===== src/rtl/rr_mux_scheduler.sv =====
// Round-robin scheduler owning a shared N:1 bit-select mux; holds each grant for up to BURST transfers.
// Define FIXED_PRIO_EN for fixed-priority arbitration (lowest index wins, search pointer pinned to 0).
module rr_mux_scheduler #(
  parameter int N     = 16,
  parameter int M     = $clog2(N),
  parameter int BURST = 4
) (
  input  logic         clk,
  input  logic         rst,
  input  logic [N-1:0] req,
  input  logic [N-1:0] inp,
  output logic [M-1:0] sel,
  output logic [N-1:0] grant,
  output logic         out_valid,
  output logic         out_data,
  input  logic         out_ready,
  output logic         busy
);

  localparam int CW = $clog2(BURST) + 1;
  localparam logic [CW-1:0] CNT_LAST = CW'(BURST - 1);
  localparam logic [M-1:0]  SEL_MAX  = M'(N - 1);

  typedef enum logic {IDLE, GRANT} state_e;

  state_e         state_q, state_d;
  logic [M-1:0]   ptr_q, ptr_d;
  logic [CW-1:0]  cnt_q, cnt_d;
  logic [M-1:0]   sel_q, sel_d;
  logic [N-1:0]   grant_q, grant_d;

  logic           found;
  logic [M-1:0]   winner;
  logic           transfer;

  // Index wrap uses N, not 2^M, so non-power-of-two N never selects past N-1.
  function automatic logic [M-1:0] wrap_idx(input int v);
    return M'((v >= N) ? v - N : v);
  endfunction

  assign busy      = (state_q == GRANT);
  assign out_valid = busy && req[sel_q];
  assign out_data  = busy && inp[sel_q];
  assign transfer  = out_valid && out_ready;
  assign sel       = sel_q;
  assign grant     = grant_q;

  always_comb begin
    found  = 1'b0;
    winner = '0;
    for (int i = 0; i < N; i++) begin
      if (!found && req[wrap_idx(int'(ptr_q) + i)]) begin
        found  = 1'b1;
        winner = wrap_idx(int'(ptr_q) + i);
      end
    end
  end

  always_comb begin
    state_d = state_q;
    ptr_d   = ptr_q;
    cnt_d   = cnt_q;
    sel_d   = sel_q;
    grant_d = grant_q;
    case (state_q)
      IDLE: begin
        if (found) begin
          state_d = GRANT;
          sel_d   = winner;
          grant_d = {{(N-1){1'b0}}, 1'b1} << winner;
          cnt_d   = '0;
        end
      end
      GRANT: begin
        // A dropped request releases without a transfer since out_valid is low that cycle.
        if (!req[sel_q] || (transfer && cnt_q == CNT_LAST)) begin
          state_d = IDLE;
          grant_d = '0;
          cnt_d   = '0;
          ptr_d   = (sel_q == SEL_MAX) ? '0 : sel_q + M'(1);
        end else if (transfer) begin
          cnt_d = cnt_q + CW'(1);
        end
      end
      default: state_d = IDLE;
    endcase
`ifdef FIXED_PRIO_EN
    ptr_d = '0;
`else
    ptr_d = ptr_d;
`endif
  end

  // NOTE: sequential state uses non-blocking assignments so every flop samples pre-edge values.
  always_ff @(posedge clk) begin
    if (rst) begin
      state_q <= IDLE;
      ptr_q   <= '0;
      cnt_q   <= '0;
      sel_q   <= '0;
      grant_q <= '0;
    end else begin
      state_q <= state_d;
      ptr_q   <= ptr_d;
      cnt_q   <= cnt_d;
      sel_q   <= sel_d;
      grant_q <= grant_d;
    end
  end

endmodule

===== config.mk =====
export PLATFORM = sky130hd
export DESIGN_NAME = rr_mux_scheduler
export DESIGN_NICKNAME = d
export VERILOG_FILES = /design/src/rtl/rr_mux_scheduler.sv
export SDC_FILE = /design/constraint.sdc
export NUM_CORES = 1
export LEC_CHECK = 0
export CORE_MARGIN = 1
export CORE_UTILIZATION = 61
export CTS_BUF_LIST = sky130_fd_sc_hd__clkbuf_16
export DETAILED_ROUTE_END_ITERATION = 12
export MAX_ROUTING_LAYER = met4
export PLACE_DENSITY = 0.94
export RECOVER_POWER = 25
export SLEW_MARGIN = 20
export SYNTH_ARGS = -nofsm -noshare
export SYNTH_HDL_FRONTEND = slang
export SYNTH_SLANG_ARGS = --single-unit
export TNS_END_PERCENT = 30

===== constraint.sdc =====
create_clock -name clk -period 7.8 [get_ports clk]
set_input_delay 2.34 -clock clk [delete_from_list [all_inputs] [get_ports clk]]
set_output_delay 2.34 -clock clk [all_outputs]
set_load 0.1 [all_outputs]

* After elaboration in Yosys (flattened, before gate mapping)
Cells that the tools add are included.
** Word-level totals
- Input bits :: 35
- Bits in registers :: 28
** Cells by class
- Add/subtract/negate cells :: 33
- Mux-type cells :: 95
- Shifts and indexed selects :: 1
- Bitwise gates (word level) :: 1
- Eq/ne operators :: 5
- Magnitude comparators :: 33
- Reductions and logical operators :: 40
** Operators with widths (count)
- $mux W4 :: 33
- $lt A4 B5 Y1 const B :: 17
- $ge A5 B5 Y1 const B :: 15
- $bmux W1 S4 :: 18
- $sub A4 B1 Y4 const B :: 16
- $add A4 B4 Y5 const B :: 8
- $mux W1 :: 36
- $mux W16 :: 2
- $pmux W16 S2 :: 1
- $add A4 B3 Y5 const B :: 4
- $logic_and A1 B1 Y1 :: 19
- $logic_not A1 Y1 :: 16
- $shl A1 B4 Y16 const A :: 1
- $add A4 B2 Y5 const B :: 2
- $mux W3 :: 3
- $reduce_and A2 Y1 :: 4
- $pmux W3 S2 :: 1
- $add A4 B1 Y5 const B :: 1
- $ge A4 B5 Y1 const B :: 1
- $add A4 B1 Y4 const B :: 1
- $eq A4 B4 Y1 const B :: 1
- $add A3 B1 Y3 const B :: 1
- $eq A3 B2 Y1 const B :: 1
- $ne A3 B1 Y1 const B :: 1
- 5 further kinds :: 5

* Longest topological paths before layout
Gate-level depths: netlist of run 1.
- Depth in word-level cells :: 53
- Mapped depth :: 18

* Worst setup path after synthesis of run 1
Ideal clock, no wire load.
- Kind :: input port to output port
- From :: input req[15]
- To :: output out_valid
- Data arrival time :: 3746 ps
- Stages :: 4
- Slack :: 1714 ps
- Required time :: 5460 ps
- Buffers on the path :: 0
- Path through :: mux4_2 mux4_2 nand2_1 inv_1
** Between the ends
- Word-level cells in the longest chain between the ends :: 3
** Ends and longest elaborated chain
- start, declared :: RTL line 10 : input logic [N-1:0] req,
- $bmux W1 S4 :: RTL line 42 : assign out_valid = busy && req[sel_q];
- $mux W1 (not written as such) :: RTL line 42
- $logic_and A1 B1 Y1 :: RTL line 42
- end, declared :: RTL line 14 : output logic out_valid,
Every way passes these cells. The select of a mux whose other input is x is not followed.

* Worst setup path in the final report of run 1
- From :: input req[0]
- To :: output out_valid
Same word-level chain as after synthesis.

==> out/results.ini, run 1 <==
[sta]
final.period_utilization_pct=85.68
worst_pin_slew_ns=1.016
worst_slew_margin_rel_pct=32.04
finalCriticalPeriod_ns=6.683
finalSetupTns_ns=0
rsz0062_at_grt=false
setup_slack_ns=1.117
hold_viol_final=0
finalMaxSlewViolations=0
skew_ns=0.002514
finalSetupViolCount=0
max_freq_mhz=149.6
hold-worst-slack_ns=0.4420

[clocking]
ctsResizeCount=0
cts_max_level=1
post_cts_buffers=0
numCtsBuffers=3
worstSkewPairLatency_ns=0.26
ctsHoldBuffers=0
cts_tree=yes
root_buffer=clkbuf_16
cts.clk_slew.worst_paths_ns=0.07
clock-sinks=28
cts_buffer_depth=2

[routing]
antenna_left=0
drt_wl_total_um=12930
viasPerCell=7.652
drt_iter0_drc=624
first_pass_iters=5
wl_per_cell_um=23.05
via_count=4293
drc_errors=0

[global_routing]
gr-usage-met2_pct=60.21
use_met1_pct=49.27
met3_usage_pct=6.429
grt_pass1_wl_um=20870
grt_start_max_net_pins=35
antenna_found_initial=0
grt_pass1_vias=3995
grt_usage_pct=38.40
grt_overflow=0
busiest_layer=met2

[layout]
finalNetCount=530
final_area_mm2=0.004725
area_growth_pct=15.37
insertedDiodeCount=0
drive_gt1_share_pct=17.56

[setup_path]
crit_chain=clkdlybuf4s50_1, mux4_2, mux4_2, nand2_1, inv_1, buf_4
slowest_stage=clkdlybuf4s50_1
reg2reg_depth=12
end_kind=primary output
cp_top_family=multiplexers
cp.arrival_ns=4.34
cp_slowest_stage_delay_ns=0.56
cp-start-kind=primary input
path_buf_inv=3
cpMostUsedCell=mux4_2
cp.depth=6
worstSetupPathType=in -> out
required_ns=5.46
crit_fanout=9

[run_status]
status=completed

[place]
port_buffers=57
routabilityCongestion=1.003
place_area_mm2=0.004631
dp_hpwl_um=9702
place_ws_ns=1.148

[floorplan]
die_h_um=83.94
coreArea_mm2=0.006422
die-width_um=83.94
ioPinCount=58
dieArea_mm2=0.007045
fp-row-count=29
initial_utilization_pct=63.76

[flow_run]
drv_cap=0

[synthesis]
syn_inst=444
seq_area_frac_synth_pct=13.69
synth_edf_count=0
syn_area_mm2=0.004095
ys_ff_latch=28
synth-main-ff-cell=dfxtp_1
ys_warn_count=0
yosysUniqueCellTypes=75
synth.avg_cell_area_um2=9.223
postSynth.asyncResetShare_pct=0
syn-num-nets=489

[worst_hold_path]
hold_path_class=reg -> reg
hold_path_depth=2

[worst register-to-register path, stage by stage, from the launching register on]
cell and delay (ns):
dfxtp_1 0.32, buf_4 0.38, inv_1 0.31, ha_1 0.94
inv_1 0.31, a2111oi_1 0.84, nor4_2 0.24, nor4b_2 0.51
nand2_1 0.24, o31a_1 0.35, nor2_1 0.78, nand2_1 0.21
o31ai_1 0.17
[cells in the final DEF (no fill, tap or decap), types with 4 or more instances in the layout]
| cell type | Yosys | routed |
|---|---|---|
| o31ai_1 | 20 | 20 |
| nand3_1 | 8 | 8 |
| xnor2_1 | 10 | 9 |
| and3_1 | 5 | 5 |
| and2_1 | 7 | 7 |
| nor4_1 | 5 | 4 |
| a211oi_1 | 7 | 7 |
| nand2_1 | 50 | 50 |
| mux2_2 | 14 | 14 |
| o21ai_0 | 14 | 14 |
| mux4_2 | 43 | 43 |
| nor2b_1 | 11 | 11 |
| mux2i_1 | 22 | 22 |
| a31oi_1 | 6 | 6 |
| a221oi_1 | 5 | 5 |
| inv_1 | 15 | 15 |
| buf_4 | 0 | 6 |
| nor2_1 | 32 | 32 |
| dfxtp_1 | 28 | 27 |
| a21oi_1 | 17 | 17 |
| clkdlybuf4s50_1 | 0 | 43 |
| dlygate4sd3_1 | 0 | 12 |
| nor3_1 | 7 | 7 |
| ha_1 | 10 | 10 |
| or3_1 | 6 | 6 |
[sequential cells by signal, summed over array words and instances (netlist names)]
signal  cells
sel         4
busy        1
grant      16
cnt_q       3
ptr_q       4
[cells by family after synthesis]
group                      after synthesis  share of synthesized area (%)
and+or+nand+nor                        155                          19.74
AOI/OAI and AO/OA                      113                          20.01
muxes                                   83                          34.86
buffers and inverters                   41                          5.285
DFF                                     28                          13.69
xor gates and xnor gates                14                          3.361
adders and majority gates               10                          3.055
[layout make-up]
| type | count | area (um2) |
|---|---|---|
| Sequential cell | 28 | 561.8 |
| Clock inverter | 1 | 3.754 |
| Fill cell | 446 | 1698 |
| Tap cell | 77 | 96.34 |
| Clock buffer | 3 | 75.07 |
| Multi-Input combinational cell | 375 | 3332 |
| Inverter | 16 | 60.06 |
| Timing Repair Buffer | 61 | 595.6 |
[Yosys cell counts, types with 3 or more instances]
master / number / area [um2]
o31ai_1: 20 / 150.1
dfxtp_1: 28 / 560.5
xnor2_1: 10 / 87.58
nor4_1: 5 / 31.28
ha_1: 10 / 125.1
o211ai_1: 3 / 22.52
nand2_1: 50 / 187.7
o311ai_0: 3 / 26.28
inv_1: 15 / 56.30
or4_1: 3 / 22.52
buf_2: 7 / 35.03
mux4_2: 43 / 968.4
o21bai_1: 3 / 22.52
and2_1: 7 / 43.79
nand3_1: 8 / 40.04
mux2i_1: 22 / 220.2
o21ai_0: 14 / 70.07
buf_6: 5 / 56.30
nor2_1: 32 / 120.1
and3_1: 5 / 31.28
a21oi_1: 17 / 85.08
nand2b_1: 3 / 18.77
nor3_1: 7 / 35.03
buf_1: 4 / 15.01
or3_1: 6 / 37.54
clkbuf_1: 8 / 30.03
nor2b_1: 11 / 68.82
a211oi_1: 7 / 52.55
a221oi_1: 5 / 43.79
a31oi_1: 6 / 37.54
mux2_2: 14 / 157.7
[routing by layer]
| metal | part of all wire [%] | vias up |
|---|---|---|
| met4 | 4.8 | 0 |
| met3 | 11 | 69 |
| li1 | - | 1842 |
| met1 | 37 | 2000 |
| met5 | 0 | - |
| met2 | 47 | 382 |
[through the flow]
stage	std cells	util [%]
after floorplan	444	-
after global placement	557	72.10
after detailed placement	557	72.10
after CTS	561	73.33
after global routing	561	73.56
final	561	73.56
[worst paths after layout]
kind	from	end	slack, ns
setup reg to reg	ptr_q[1]$_SDFFE_PP0P_	grant[5]$_SDFFE_PP0P_	2.09
hold reg to reg	grant[15]$_SDFFE_PP0P_	grant[15]$_SDFFE_PP0P_	0.44
hold / removal	grant[15]$_SDFFE_PP0P_	grant[15]$_SDFFE_PP0P_	0.44
setup / recovery	req[0]	out_valid	1.12
Power of run 1 is left out: the tool's default activity adds up to more than one toggle a clock period on the data nets, which glitch-free logic cannot reach.
==> run 2: changes to the inputs <==
==> constraint.sdc (replaced) <==
create_clock -name clk -period 7.9 [get_ports clk]
set_input_delay 2.37 -clock clk [delete_from_list [all_inputs] [get_ports clk]]
set_output_delay 2.37 -clock clk [all_outputs]
set_load 0.01 [all_outputs]
==> out/results.ini, run 2 (same netlist as run 1, synthesis figures left out) <==
[clocking]
ctsHoldBuffers=0
cts_tree=yes
cts_buffer_depth=2
post_cts_buffers=0
root_buffer=clkbuf_16
worstSkewPairLatency_ns=0.27
cts_max_level=1
ctsResizeCount=0
cts.clk_slew.worst_paths_ns=0.06
numCtsBuffers=3
clock-sinks=28

[global_routing]
grt_overflow=0
grt_usage_pct=39.56
antenna_found_initial=0
grt_pass1_vias=4132
grt_start_max_net_pins=35
grt_pass1_wl_um=21480

[routing]
wl_per_cell_um=23.63
first_pass_iters=6
viasPerCell=7.879
drc_errors=0
via_count=4412
drt_iter0_drc=635
drt_wl_total_um=13230
antenna_left=0

[sta]
finalSetupTns_ns=0
hold_viol_final=0
skew_ns=0.005948
finalMaxSlewViolations=0
max_freq_mhz=142.1
final.period_utilization_pct=89.07
rsz0062_at_grt=false
worst_slew_margin_rel_pct=23.68
worst_pin_slew_ns=1.143
finalCriticalPeriod_ns=7.036
hold-worst-slack_ns=0.4476
finalSetupViolCount=0

[setup_path]
cp-start-kind=primary input
crit_chain=clkdlybuf4s50_1, mux4_2, mux4_2, nand2_1, inv_1, clkdlybuf4s50_1
required_ns=5.53
crit_fanout=9
worstSetupPathType=in -> out
cp.arrival_ns=4.67
end_kind=primary output
r2r_slack_ns=2.15
reg2reg_depth=12
cp_slowest_stage_delay_ns=0.59
slowest_stage=clkdlybuf4s50_1

[floorplan]
coreArea_mm2=0.006422
die-width_um=83.94
ioPinCount=58
dieArea_mm2=0.007045
fp-row-count=29
initial_utilization_pct=63.76
die_h_um=83.94

[pwr]
fin_total_pwr_mw=2.235
irDropWorstVdd_mv=0.2741
power_leakage_nw=1.603
power_density_mw_per_mm2=473.2

[layout]
largest_reg_flops=16
drive_gt1_share_pct=16.98
insertedDiodeCount=0
layout_commonest_cell=nand2_1
layout_common_cells=nand2_1, clkdlybuf4s50_1, mux4_2, nor2_1, dfxtp_1
finalNetCount=529
area_growth_pct=15.34

[worst_hold_path]
hold_path_depth=2
hold_path_class=reg -> reg

[place]
port_buffers=57
routabilityCongestion=1.018
dp_hpwl_um=9811

[flow_run]
drv_cap=0

[run_status]
status=completed

run 2: changes by cell type in the layout (fill, tap and decap cells not counted):
cell / change
dfxtp_2: -1
dfxtp_1: +1
buf_4: -3
nor2_2: +1
nor2_1: -1
clkdlybuf4s50_1: +2
run 2: area by class of cell:
class                           instances  area (um2)
Inverter                               16       60.06
Sequential cell                        28       560.5
Fill cell                             434        1699
Tap cell                               77       96.34
Timing Repair Buffer                   60       593.1
Multi-Input combinational cell        375        3334
Clock buffer                            3       75.07
Clock inverter                          1       3.754
run 2: routing by layer:
metal  vias to the layer above  part of all wire (%)  track usage (%)
met5                         -                     0                -
met4                         0                   6.6            19.59
met3                       102                    12            7.418
met2                       426                    46            61.92
met1                      2034                    35            49.24
li1                       1850                     -                -
run 2: final timing paths:
check / endpoint / from
setup reg to reg: grant[9]$_SDFFE_PP0P_ / ptr_q[0]$_SDFFE_PP0P_
setup / recovery: out_valid / req[12]
hold reg to reg: grant[10]$_SDFFE_PP0P_ / grant[10]$_SDFFE_PP0P_
hold / removal: grant[10]$_SDFFE_PP0P_ / grant[10]$_SDFFE_PP0P_
run 2: critical path, delay by kind of cell:
family	cells	cell delay [ns]
buffers and inverters	3	1.12
multiplexers	2	1.05
AND/OR/NAND/NOR	1	0.11
run 2: metrics by stage:
step                      instance area, um2  utilization, %  worst slack [ns]  std cells
after floorplan                         4095               -             2.080        444
after global placement                  4628           72.06            0.9796        556
after detailed placement                4628           72.06            0.9145        556
after CTS                               4707           73.29            0.9137        560
after global routing                    4723           73.54            0.8107        560
final                                   4723           73.54            0.8639        560
run 2: power by group:
part	leakage (nW)	internal, mW	total, mW	switching [mW]
Combinational	1.34	0.762	1.90	1.14
Sequential	0.228	0.170	0.221	0.0514
Clock	0.0385	0.0679	0.117	0.0488
No activity file was read; power rests on OpenSTA's default activity.
==> run 3: changes to the inputs <==
Settings changed: GPL_TIMING_DRIVEN from default to 0.
==> out/results.ini, run 3 (same netlist as run 1, synthesis figures left out) <==
[setup_path]
crit_chain=clkdlybuf4s50_1, mux4_2, mux4_2, nand2_1, inv_1, clkdlybuf4s50_1
r2r-start=ptr_q[1]$_SDFFE_PP0P_
required_ns=5.53
cp_slowest_stage_delay_ns=0.64
cp-start-kind=primary input
crit_fanout=9
slowest_stage=clkdlybuf4s50_1
worstSetupPathType=in -> out
startpoint=req[6]
end_kind=primary output
cp.arrival_ns=4.71

[floorplan]
die_h_um=83.94
ioPinCount=58
initial_utilization_pct=63.76
coreArea_mm2=0.006422
dieArea_mm2=0.007045
die-width_um=83.94
fp-row-count=29

[layout]
layout_common_cells=nand2_1, clkdlybuf4s50_1, mux4_2, nor2_1, dfxtp_1
largest_reg_flops=16
area_growth_pct=18.45
finalNetCount=551
drive_gt1_share_pct=18.06
layout_commonest_cell=nand2_1
insertedDiodeCount=0

[clocking]
numCtsBuffers=3
cts_tree=yes
cts.clk_slew.worst_paths_ns=0.06
worstSkewPairLatency_ns=0.26
ctsHoldBuffers=0
clock-sinks=28
cts_max_level=1
post_cts_buffers=0
root_buffer=clkbuf_16
ctsResizeCount=0
cts_buffer_depth=2

[global_routing]
grt_usage_pct=40.82
antenna_found_initial=0
grt_overflow=0
grt_pass1_vias=4311
grt_start_max_net_pins=15
grt_pass1_wl_um=22120

[pwr]
irDropWorstVdd_mv=0.2317
clock_power_share_pct=4.9
fin_total_pwr_mw=2.307
p_sw_share_pct=54.85
power.switching_mw=1.265
internal_power_mw=1.042
seqPwrFrac_pct=8.6
p_comb_share_pct=86.4
power_leakage_nw=1.676
power_density_mw_per_mm2=475.5

[sta]
finalCriticalPeriod_ns=7.078
rsz0062_at_grt=false
max_freq_mhz=141.3
hold_viol_final=0
worst_pin_slew_ns=1.237
finalMaxSlewViolations=0
finalSetupViolCount=0
final.period_utilization_pct=89.59
worst_slew_margin_rel_pct=16.49
skew_ns=0.002659
finalSetupTns_ns=0
hold-worst-slack_ns=0.4519

[routing]
drt_wl_total_um=14040
antenna_left=0
via_count=4550
viasPerCell=7.831
first_pass_iters=7
drt_iter0_drc=641
drc_errors=0
wl_per_cell_um=24.16

[worst_hold_path]
min_from=grant[0]$_SDFFE_PP0P_
hold_path_class=reg -> reg

[run_status]
status=completed

[place]
routabilityCongestion=1.038
dp_hpwl_um=10720
port_buffers=57

[flow_run]
drv_cap=0

[run 3: cell types whose count changed in the layout (fill, tap and decap cells not counted)]
cell / change
clkbuf_1: +8
buf_6: +5
buf_1: +4
nor2_1: +1
buf_12: +1
buf_2: +7
buf_4: -3
clkinv_1: -1
nor2_2: -1
[run 3: cell type report]
type                       instances  area, um2
buffer                            25      156.4
multi-input combinational        375       3332
tap                               77      96.34
fill                             430       1572
clock buffer                       3      75.07
timing repair buffer              57      570.5
inverter                          16      60.06
sequential                        28      560.5
[run 3: stage by stage]
stage | utilization, % | cell area (um2) | setup slack, ns | instances
2_1_floorplan | - | 4095 | 2.080 | 444
3_3_place_gp | 74.15 | 4762 | 0.9284 | 578
3_5_place_dp | 74.15 | 4762 | 0.8868 | 578
4_1_cts | 75.32 | 4837 | 0.8759 | 581
5_1_grt | 75.53 | 4851 | 0.8083 | 581
6_report | 75.53 | 4851 | 0.8222 | 581
[run 3: power by group through the flow]
stage               clock [mW]  sequential (mW)  combinational, mW
detailed placement           0            0.201               1.89
CTS                      0.112            0.198               1.91
global route             0.121            0.204               2.09
global placement             0            0.198               1.83
finish                   0.113            0.199               1.99
floorplan                    0            0.202               1.42
[run 3: critical path: cells and delay by family]
kind                   cells  cell delay (ns)
multiplexers               2             1.04
AND/OR/NAND/NOR            1             0.12
buffers and inverters      3             1.17
[run 3: final timing paths]
check	end	slack [ns]	cells after the start
worst min-delay path	grant[0]$_SDFFE_PP0P_	0.45	2
worst max register to register	grant[1]$_SDFFE_PP0P_	1.31	16
worst min register to register	grant[0]$_SDFFE_PP0P_	0.45	2
worst max-delay path	out_valid	0.82	6
[run 3: routing by layer]
| layer | part of all wire [%] | GRT usage [%] | vias up | wire length [um] |
|---|---|---|---|---|
| met5 | 0 | - | - | 0 |
| met4 | 5.5 | 17.24 | 0 | 779 |
| met3 | 13 | 8.309 | 102 | 1887 |
| met2 | 46 | 64.23 | 468 | 6419 |
| met1 | 35 | 51.34 | 2097 | 4951 |
| li1 | - | - | 1883 | - |
